$ cat config.mk
export PLATFORM = sky130hd
export DESIGN_NAME = obstacle_collider
export DESIGN_NICKNAME = d
export VERILOG_FILES = /design/src/rtl/obstacle_collider.sv
export SDC_FILE = /design/constraint.sdc
export NUM_CORES = 1
export LEC_CHECK = 0
export BUFFER_PORTS_ARGS = -buffer_cell sky130_fd_sc_hd__buf_4
export CELL_PAD_IN_SITES_DETAIL_PLACEMENT = 1
export CELL_PAD_IN_SITES_GLOBAL_PLACEMENT = 1
export CORE_MARGIN = 5
export CORE_UTILIZATION = 45
export CTS_CLUSTER_SIZE = 12
export DETAILED_ROUTE_END_ITERATION = 6
export PLACE_DENSITY = 0.89
export SKIP_LAST_GASP = 1
export SLEW_MARGIN = 5
export SYNTH_ARGS = -nofsm -noshare
export SYNTH_HDL_FRONTEND = slang
export SYNTH_SLANG_ARGS = --single-unit
$ cat constraint.sdc
create_clock -name clk -period 6.4 [get_ports clk]
set_input_delay 0 -clock clk [delete_from_list [all_inputs] [get_ports clk]]
set_output_delay 0 -clock clk [all_outputs]
set_load 0.005 [all_outputs]
$ cat src/rtl/obstacle_collider.sv
// Consumer end of the per-frame obstacle stream: latches player state at activate, tests nearest-row
// beats in the player's lane, and reports collision / ground height / hit type once the stream ends.
module obstacle_collider #(
    parameter int PLAYER_DEPTH = 32,
    parameter int JUMP_CLEAR   = 16,
    parameter int TRAIN_HEIGHT = 64,
    parameter int STEP_TOL     = 8
) (
    input  logic        clk,
    input  logic        rst,
    input  logic        activate,
    input  logic [1:0]  player_lane,
    input  logic [7:0]  player_height,
    input  logic        player_ducking,
    input  logic        valid,
    input  logic        first_row,
    input  logic [15:0] obstacle,
    input  logic        done,
    output logic        result_valid,
    output logic        collision,
    output logic [7:0]  ground_height,
    output logic [2:0]  hit_type,
    output logic [7:0]  obstacle_count,
    output logic        protocol_error
);
    typedef enum logic [1:0] {IDLE, COLLECT, DRAIN, REPORT} state_t;

    localparam logic [11:0] DEPTH_MIN = 12'(PLAYER_DEPTH);
    localparam logic [11:0] RAMP_END  = 12'(PLAYER_DEPTH + 128);
    localparam logic [7:0]  JUMP_H    = 8'(JUMP_CLEAR);
    localparam logic [7:0]  ROOF_H    = 8'(TRAIN_HEIGHT);
    localparam logic [7:0]  STEP_H    = 8'(TRAIN_HEIGHT - STEP_TOL);

    state_t      state, state_next;
    logic [1:0]  lane_q;
    logic [7:0]  height_q;
    logic        duck_q;

    logic        hit_q;
    logic [2:0]  type_q;
    logic [11:0] depth_q;

    logic        acc_coll, acc_gvalid;
    logic [7:0]  acc_ground, cnt_q;
    logic [2:0]  coll_type, ground_type;

    logic        beat_hit;
    logic [2:0]  beat_type;
    logic [11:0] beat_depth, beat_limit, ramp_off;
    logic        hit_coll;
    logic [7:0]  hit_ground;
    logic        acc_coll_n, acc_gvalid_n;
    logic [7:0]  acc_ground_n;
    logic [2:0]  coll_type_n, ground_type_n, res_type;

    always_ff @(posedge clk) begin
        if (rst) state <= IDLE;
        else     state <= state_next;
    end

    // activate restarts the frame from any state, taking priority over done
    always_comb begin
        state_next = state;
        case (state)
            IDLE:    if (activate) state_next = COLLECT;
            COLLECT: if (activate) state_next = COLLECT;
                     else if (done) state_next = DRAIN;
            DRAIN:   state_next = activate ? COLLECT : REPORT;
            REPORT:  state_next = activate ? COLLECT : IDLE;
            default: state_next = IDLE;
        endcase
    end

    // Stage 1: 12-bit window compare so PLAYER_DEPTH+LEN cannot wrap
    always_comb begin
        beat_type  = obstacle[15:13];
        beat_depth = {1'b0, obstacle[10:0]};
        beat_limit = DEPTH_MIN + (beat_type[2] ? 12'd128 : 12'd64);
        beat_hit   = valid && first_row && state == COLLECT && !activate
                  && obstacle[12:11] == lane_q
                  && beat_type != 3'b000 && beat_type != 3'b111
                  && beat_depth > DEPTH_MIN && beat_depth <= beat_limit;
    end

    // Stage 2: per-hit outcome, then fold into the frame accumulators
    always_comb begin
        hit_coll   = 1'b0;
        hit_ground = 8'd0;
        ramp_off   = RAMP_END - depth_q;
        case (type_q)
            3'b001: hit_coll = height_q < JUMP_H;
            3'b010: hit_coll = !duck_q;
            3'b011: hit_coll = height_q < JUMP_H && !duck_q;
            3'b100, 3'b110: begin
                if (height_q >= STEP_H) hit_ground = ROOF_H;
                else                    hit_coll   = 1'b1;
            end
            3'b101: hit_ground = 8'(ramp_off >> 1);
            default: ;
        endcase

        acc_coll_n    = acc_coll;
        acc_gvalid_n  = acc_gvalid;
        acc_ground_n  = acc_ground;
        coll_type_n   = coll_type;
        ground_type_n = ground_type;
        if (hit_q) begin
            if (hit_coll) begin
                if (!acc_coll) coll_type_n = type_q;
                acc_coll_n = 1'b1;
            end else if (!acc_gvalid || hit_ground > acc_ground) begin
                acc_gvalid_n  = 1'b1;
                acc_ground_n  = hit_ground;
                ground_type_n = type_q;
            end
        end
        res_type = acc_coll_n ? coll_type_n : (acc_gvalid_n ? ground_type_n : 3'b000);
    end

    always_ff @(posedge clk) begin
        if (rst) begin
            lane_q <= '0; height_q <= '0; duck_q <= 1'b0;
            hit_q <= 1'b0; type_q <= '0; depth_q <= '0;
            acc_coll <= 1'b0; acc_gvalid <= 1'b0; acc_ground <= '0;
            coll_type <= '0; ground_type <= '0; cnt_q <= '0;
        end else if (activate) begin
            lane_q <= player_lane; height_q <= player_height; duck_q <= player_ducking;
            hit_q <= 1'b0; type_q <= '0; depth_q <= '0;
            acc_coll <= 1'b0; acc_gvalid <= 1'b0; acc_ground <= '0;
            coll_type <= '0; ground_type <= '0; cnt_q <= '0;
        end else begin
            hit_q       <= beat_hit;
            type_q      <= beat_type;
            depth_q     <= beat_depth;
            acc_coll    <= acc_coll_n;
            acc_gvalid  <= acc_gvalid_n;
            acc_ground  <= acc_ground_n;
            coll_type   <= coll_type_n;
            ground_type <= ground_type_n;
            if (valid && state == COLLECT && cnt_q != 8'hFF) cnt_q <= cnt_q + 8'd1;
        end
    end

    // Result fields load on the DRAIN->REPORT edge, including the last in-flight hit
    always_ff @(posedge clk) begin
        if (rst) begin
            result_valid <= 1'b0; collision <= 1'b0; ground_height <= '0;
            hit_type <= '0; obstacle_count <= '0; protocol_error <= 1'b0;
        end else begin
            result_valid <= state == DRAIN && !activate;
            if (state == DRAIN && !activate) begin
                collision      <= acc_coll_n;
                ground_height  <= acc_ground_n;
                hit_type       <= res_type;
                obstacle_count <= cnt_q;
            end
            if ((valid && state != COLLECT) || (done && state == IDLE))
                protocol_error <= 1'b1;
        end
    end
endmodule

After elaboration in Yosys (flattened, before gate mapping)
Index checks and enable logic that the tools add are counted.

Add/sub/neg operators: 3. Magnitude comparators: 5. Eq/ne operators: 15. Mux-type cells: 27. Reductions and logical operators: 24.

Operators with widths (number): $mux W8 (4); $mux W3 (8); $pmux W8 S2 (1); $logic_and A1 B1 Y1 (14); $gt A11 B6 Y1 const B (1); $le A11 B9 Y1 (1); $add A6 B8 Y9 const A (1); $eq A3 B3 Y1 const B (3); $sub A8 B9 Y9 const A (1); $add A8 B1 Y8 const B (1); $ge A8 B6 Y1 const B (1); $gt A8 B8 Y1 (1); $lt A8 B5 Y1 const B (1); $mux W2 (4); $ne A8 B8 Y1 const B (1); $pmux W2 S4 (1); $mux W1 (7); $mux W7 (1); $eq A3 B2 Y1 const B (2); $ne A3 B3 Y1 const B (2); $eq A2 B2 Y1 const B (2); $pmux W1 S4 (1); $reduce_or A2 Y1 (2); $eq A3 B1 Y1 const B (1); other kinds (9) (12).

Register bits: 72. Bits of input ports: 33. Logic and storage cells: 93.

Depth between registers and ports, before layout
Gate-level depths: netlist of run 1.

Depth after elaboration: 10. Depth in mapped cells: 13. Gate-level depth less buffers: 12.

Worst setup path before layout of run 1
No wires, ideal clock.

Kind: reg2reg. Start: register depth_q[3]. End: register ground_height[0]. Setup time: 86 ps. Arrival time: 2713 ps. Path slack: 3602 ps. Stages on the path, launching flop included: 12. Cell sequence: dfxtp_1 nor3_1 nand3_1 or4_1 nand3_1 ha_1 a21o_1 nand2_1 nand4b_1 o211ai_4 mux2_2 a211oi_1.

Word-level cells in the longest chain between the ends: 7.

Ends and longest elaborated chain: from (decl) (line 41) `logic [11:0] depth_q;`; from (signal assigned) (line 134) `depth_q <= beat_depth;`; $sub A8 B9 Y9 (line 89) `ramp_off = RAMP_END - depth_q;`; $pmux W8 S2 (line 90) `case (type_q)`; $gt A8 B8 Y1 (line 111) `end else if (!acc_gvalid || hit_ground > acc_ground) begin`; $logic_or A1 B1 Y1 (line 111); $mux W8 (line 111); $mux W8 (line 108) `if (hit_coll) begin`; $mux W8 (line 107) `if (hit_q) begin`; to (signal assigned) (line 153) `ground_height <= acc_ground_n;`; to (decl) (line 21) `output logic [7:0] ground_height,`.

Every way passes these cells. A chain may end at the register's enable or synchronous reset.

Worst setup path in the final report of run 1
Same ends and word-level chain as after synthesis.

==> reports/qor.yml, run 1 <==
sta:
  fmax_ghz: 0.276
  layout_setup_ws_ns: 2.77
  final.period_utilization_pct: 56.7
  slew_headroom_pct: 35.0
  grt_setup_unrepaired: "false"
  hold_violations: 0
  fin_tns_setup_ns: 0
  slew_violations: 0
  min_period_ns: 3.63
  hold_ws_ns: 0.0430
  tightest_slew_ns: 0.963
  setup_viol: 0
  clock_skew_ns: 0.0107
synthesis:
  synthMuxAreaShare_pct: 6.39
  synth_area_leaders: "dfxtp_1 44%, nor2_1 6.6%, mux2i_1 6.0%, ha_1 4.8%, nand2_1 3.5%"
  yosysWarnings: 0
  synth_cell_types: 51
  synth.net_count: 400
  yosysTopAreaCellShare_pct: 43.8
  synth_top_family_by_area: "simple AND/OR/NAND/NOR gates"
  synth_edf_count: 0
  synth-seq-cells: 69
  synth.most_common_cell: "dfxtp_1"
  synthAdderAreaFrac_pct: 4.76
  ys_seq_area_share_pct: 43.8
  synth_compound_area_share_pct: 13.3
  syn_avg_cell_area_um2: 8.88
  synth-simple-area-share_pct: 22.1
  synthTopCellsByCount: "69 x dfxtp_1, 55 x nor2_1, 29 x nand2_1, 20 x inv_1"
  synth-xor-area-share_pct: 3.61
  syn_inst: 355
  synthFlopType: "dfxtp_1"
  syn_area_um2: 3150
  synthArstFlopShare_pct: 0
  synth_top_cell_by_area: "dfxtp_1"
finish:
  final_util_pct: 57.8
  fin_area_um2: 3930
  area_growth_pct: 24.6
  n_antenna_cell: 0
  fin_nets: 467
  drive_gt1_share_pct: 17.8
  stdcell_count: 522
  filler_cell_count: 780
drt:
  drc: 0
  wirelength_mm: 8.92
  via_per_inst: 5.33
  dr.pass1.iters: 4
  detail_route.wl_per_cell_um: 17.1
  vias: 2780
  ant_nets: 0
  drt_iter0_drc: 114
grt:
  grt_pass1_wl_mm: 14.6
  grt_use_met3_pct: 5.77
  grt_pass1_vias: 2993
  grt.total_usage_pct: 21.6
  grt_max_degree: 33
  grt_util_met1_pct: 23.1
  grtUsageMet2_pct: 38.7
  grt_overflow: 0
  antenna_found_initial: 0
  gr-max-usage-layer: "met2"
worst_setup_path:
  cp_cell_sequence: "nor3_1, nand3_1, or4_1, nand3_1, ha_1, a21o_1, nand2_1, nand4b_1, o211ai_4, mux2_2, a211oi_1"
  cp.required_ns: 6.67
  crit_slowest_cell: "o211ai_4"
  path_common_cell: "nand3_1"
  cp_max_fo: 17
  startpoint_type: "flip-flop"
  crit_arrival_ns: 3.89
  cpPeakStageDelay_ns: 0.59
  end_kind: "flip-flop"
  crit_type: "reg2reg"
floorplanning:
  core_um2: 6790
  pin_count: 55
  die_area_um2: 8780
  die_x_um: 93.7
  fp-row-count: 30
  die_h_um: 93.7
  start_util_pct: 46.4
cts:
  cts_sinks: 69
  cts-root-buf: "clkbuf_8"
  clk_latency_ns: 0.34
  htreeDepth: 3
  path_clk_slew_ns: 0.08
  clock_path_buffers: 2
  cts_buffers: 9
  cts_tree: "done"
power:
  power_per_cell_area_nw_per_um2: 213
  totalPowerFinal_mw: 0.838
  p_leak_nw: 1.64
  ir_drop_mv: 0.117
outcome:
  status: "complete, no violations"
placement:
  dpl_cell_area_um2: 3550
  port_buffers: 51
  dp_slack_ns: 2.89
  place_congestion: 0.807
  dp.final_hpwl_mm: 5.50
  dp.cells: 486
worst_hold_path:
  min_path_type: "in2reg"
job:
  max_cap_violations: 0
## layer usage
| layer | vias up | wire length, um |
|---|---|---|
| met3 | 19 | 375 |
| met4 | 0 | 315 |
| met2 | 61 | 4670 |
| met1 | 1349 | 3560 |
| li1 | 1351 | - |
| met5 | - | 0 |
## what timing repair did
item | CTS | global route
gates resized for setup | 0 | 0
hold buffers | 21 | 0
hold endpoints to repair | 21 | 0
setup buffers | 0 | 0
## where the power goes
group	switching (mW)	leakage [nW]	total [mW]	internal (mW)
clock	0.165	0.0812	0.313	0.148
sequential	0.00815	0.560	0.446	0.438
combinational	0.0384	0.999	0.0792	0.0409
## final timing paths
| path | from | end | slack [ns] | cells past startpoint |
|---|---|---|---|---|
| setup reg to reg | depth_q[3] | ground_height[0] | 2.77 | 11 |
| hold / removal | rst | height_q[5] | 0.04 | 2 |
| setup / recovery | depth_q[3] | ground_height[0] | 2.77 | 11 |
| hold reg to reg | obstacle_count[4] | obstacle_count[4] | 0.46 | 2 |
## worst max-delay path, delay by kind of cell (launching register included)
family / cells / cell delay (ns)
flip-flops: 1 / 0.34
adder cells (fa/ha/maj): 1 / 0.28
AO/OA/AOI/OAI: 3 / 0.95
multiplexers: 1 / 0.44
AND/OR/NAND/NOR: 6 / 1.54
## state kept, by name, indices dropped and copies added (netlist names), 2 cells and up
register and count:
state 2, height_q 5, lane_q 2, depth_q 9, ground_type 3, obstacle_count 8
ground_height 8, cnt_q 8, hit_type 3, type_q 3, coll_type 3, acc_ground 8
## area by class of cell
type	instances	area [um2]	area share [%]
Multi-Input combinational cell	249	1580	40.3
Sequential cell	69	1380	35.2
Timing Repair Buffer	73	601	15.3
Clock buffer	11	141	3.60
Tap cell	96	120	3.06
Inverter	20	75.1	1.91
Clock inverter	4	25.0	0.637
## placed cells by master (no fill, tap or decap), types with 2 or more instances in the layout
cell type / Yosys / layout
clkinvlp_4: 0 / 2
and2_1: 11 / 11
clkbuf_8: 1 / 10
ha_1: 12 / 12
nor3_1: 7 / 7
or3_1: 2 / 2
o21ai_0: 12 / 12
a311oi_1: 2 / 2
nand3b_1: 2 / 2
dfxtp_1: 69 / 69
and3_1: 2 / 2
or4_1: 2 / 2
o21a_1: 2 / 2
nor2_1: 55 / 55
clkinv_2: 0 / 2
o211ai_1: 3 / 3
nand3_1: 9 / 9
a21oi_1: 19 / 19
nand4_1: 8 / 8
a211oi_1: 7 / 7
nand2b_1: 3 / 3
xor2_1: 7 / 7
dlygate4sd3_1: 0 / 21
a31oi_1: 2 / 2
or2b_2: 2 / 2
a41oi_1: 2 / 2
xnor2_1: 6 / 6
buf_4: 0 / 52
mux2i_1: 19 / 19
nor2b_1: 5 / 5
nand2_1: 29 / 29
a221o_1: 2 / 2
inv_1: 20 / 20
a21o_1: 2 / 2
## cell families after synthesis
kind of cell,Yosys count
and+or+nand+nor,144
AOI/OAI and AO/OA,60
DFF,69
xor gates and xnor gates,13
adders and majority gates,12
muxes,20
buffers and inverters,37
No activity file was read; power rests on OpenSTA's default activity.
==> inputs of run 2 (changes only) <==
--- a/config.mk
+++ b/config.mk
@@ -5,14 +5,15 @@
 export SDC_FILE = /design/constraint.sdc
 export NUM_CORES = 1
 export LEC_CHECK = 0
+export ABC_AREA = 1
 export BUFFER_PORTS_ARGS = -buffer_cell sky130_fd_sc_hd__buf_4
 export CELL_PAD_IN_SITES_DETAIL_PLACEMENT = 1
 export CELL_PAD_IN_SITES_GLOBAL_PLACEMENT = 1
 export CORE_MARGIN = 5
-export CORE_UTILIZATION = 45
+export CORE_UTILIZATION = 40
 export CTS_CLUSTER_SIZE = 12
 export DETAILED_ROUTE_END_ITERATION = 6
-export PLACE_DENSITY = 0.89
+export PLACE_DENSITY = 0.84
 export SKIP_LAST_GASP = 1
 export SLEW_MARGIN = 5
 export SYNTH_ARGS = -nofsm -noshare
==> constraint.sdc (replaced) <==
create_clock -name clk -period 3.75 [get_ports clk]
set_input_delay 0 -clock clk [delete_from_list [all_inputs] [get_ports clk]]
set_output_delay 0 -clock clk [all_outputs]
set_load 0.005 [all_outputs]
==> run 2 against run 1 <==
Compared with the run above: fmax is 23% higher; global-route usage fell by 2.3 points; power increased by 85%; clock power up 100%; hold slack worse by 0.024 ns; highest routed layer unchanged; critical endpoint is now ground_height[7].
==> reports/qor.yml, run 2 <==
sta:
  tightest_slew_ns: 1.03
  grt_setup_unrepaired: "false"
  hold_violations: 0
  fin_tns_setup_ns: 0
  slew_violations: 0
  clock_skew_ns: 0.0141
  fmax_ghz: 0.339
  layout_setup_ws_ns: 0.801
  final.period_utilization_pct: 78.7
  min_period_ns: 2.95
  setup_viol: 0
  slew_headroom_pct: 31.5
finish:
  fin_nets: 572
  largest_reg_flops: 9
  top_register: "depth_q"
  drive_gt1_share_pct: 16.4
  mostFrequentLayoutCells: "82 x nand2_1, 75 x inv_1, 70 x nor2_1, 69 x dfxtp_1, 52 x buf_4"
  final_common_cell: "nand2_1"
  area_growth_pct: 27.8
  final_util_pct: 53.1
drt:
  vias: 3116
  drt_iter0_drc: 135
  detail_route.wl_per_cell_um: 14.3
  via_per_inst: 4.92
  drc: 0
  ant_nets: 0
  wirelength_mm: 9.07
  dr.pass1.iters: 4
grt:
  grt_pass1_vias: 3411
  grt_pass1_wl_mm: 15.5
  grt.total_usage_pct: 19.3
  grt_overflow: 0
  antenna_found_initial: 0
  grt_max_degree: 37
power:
  power_per_cell_area_nw_per_um2: 374
  ir_drop_mv: 0.170
  p_leak_nw: 1.93
floorplanning:
  pin_count: 55
  die_x_um: 100
  core_um2: 7810
  fp-row-count: 32
  die_h_um: 100
  die_area_um2: 10000
  start_util_pct: 41.6
synthesis:
  syn_area_um2: 3250
  synthFlopType: "dfxtp_1"
  ys_seq_area_share_pct: 42.6
  synth_edf_count: 0
  synthArstFlopShare_pct: 0
  synth_top_cell_by_area: "dfxtp_1"
  synth.net_count: 497
  yosysTopAreaCellShare_pct: 42.6
  synth_area_leaders: "dfxtp_1 43%, nand2_1 9.5%, inv_1 8.7%, nor2_1 8.1%, ha_1 4.6%"
  syn_avg_cell_area_um2: 7.18
  synth_cell_types: 31
  synth-seq-cells: 69
  synth.most_common_cell: "nand2_1"
  syn_inst: 452
  yosysWarnings: 0
  synthTopCellsByCount: "82 x nand2_1, 75 x inv_1, 70 x nor2_1, 69 x dfxtp_1, 29 x o21ai_0"
cts:
  path_clk_slew_ns: 0.08
  cts_tree: "done"
  cts_buffers: 9
  cts_sinks: 69
  post-cts-setup-buffers: 0
  htreeDepth: 3
  ctsHoldBuffers: 24
  cts_resized: 0
  cts-root-buf: "clkbuf_8"
  clk_latency_ns: 0.35
  clock_path_buffers: 2
worst_setup_path:
  crit_type: "reg2reg"
  cp.required_ns: 3.99
  r2r_setup_slack_ns: 0.80
  end_kind: "flip-flop"
  cp_max_fo: 17
  startpoint_type: "flip-flop"
  crit_arrival_ns: 3.19
placement:
  dp_slack_ns: 0.907
  port_buffers: 51
  place_congestion: 0.829
  dp.final_hpwl_mm: 6.16
worst_hold_path:
  min_path_type: "in2reg"
outcome:
  status: "complete, no violations"
job:
  max_cap_violations: 0
-- run 2: cell count changes in the layout (fill, tap and decap cells not counted), sizes merged, moves of 5 or more --
cell and change:
a211oi -8, nor2 +19, nor3 -5, xnor2 -6
nand2 +61, mux2i -19, nor2b -5, o21ai +24
and2 -11, o21a +8, inv +55, nand3 +15
a21oi +9
-- run 2: area by class of cell --
class                           instances  area, um2
Tap cell                              102        128
Clock buffer                           13        169
Inverter                               76        285
Antenna cell                            1       2.50
Fill cell                             996       3660
Timing Repair Buffer                   76        631
Clock inverter                          1       30.0
Sequential cell                        69       1380
Multi-Input combinational cell        295       1520
-- run 2: kinds of logic (layout without fill, tap and decap cells) --
logic type / after synthesis / in the layout / share of synthesized area [%]
XOR/XNOR: 3 / 3 / 0.810
buffers and inverters: 88 / 166 / 10.5
adder cells (fa/ha/maj): 12 / 12 / 4.63
other: 0 / 1 / 0
flip-flops: 69 / 69 / 42.6
AND/OR/NAND/NOR: 198 / 198 / 26.4
AO/OA/AOI/OAI: 82 / 82 / 15.0
-- run 2: worst max-delay path, cell delays in order, from the launching register on --
cell and delay [ns]:
dfxtp_1 0.34, inv_1 0.06, ha_1 0.15, nand2_1 0.07, nor2_1 0.22, nand4_1 0.19
a21oi_1 0.20, nor2_1 0.10, ha_1 0.30, nand2_1 0.08, nor2_1 0.16, nand2_1 0.08
nand2_1 0.06, nand2_1 0.08, nand2_4 0.11, nand2_4 0.15, o21ai_0 0.29, nand2_1 0.09
nand2_1 0.08, inv_1 0.04
-- run 2: worst paths after layout --
path / endpoint / cells past startpoint / start
worst max-delay path: ground_height[7] / 19 / depth_q[1]
worst min-delay path: height_q[4] / 3 / activate
worst max register to register: ground_height[7] / 19 / depth_q[1]
worst min register to register: lane_q[1] / 2 / lane_q[1]
-- run 2: per-layer routing --
metal,track usage (%),routed length (um),vias up
li1,-,-,1572
met1,20.7,3580,1470
met2,36.0,4940,55
met3,5.14,354,19
met4,7.25,194,0
met5,0,0,-
-- run 2: metrics by stage --
stage / total power, mW / area (um2) / std cells / hold slack [ns]
after global placement: 0.900 / 3710 / 594 / 0.181
after CTS: 1.55 / 4150 / 632 / 0.00361
after global routing: 1.62 / 4150 / 632 / 0.0303
final: 1.55 / 4150 / 633 / 0.0185
after detailed placement: 0.908 / 3710 / 594 / 0.185
after floorplan: 0.850 / 3250 / 452 / 0.0694
-- run 2: power by group --
part / total (mW) / internal (mW) / switching (mW)
logic: 0.153 / 0.0728 / 0.0798
registers: 0.763 / 0.751 / 0.0114
clock network: 0.635 / 0.355 / 0.280
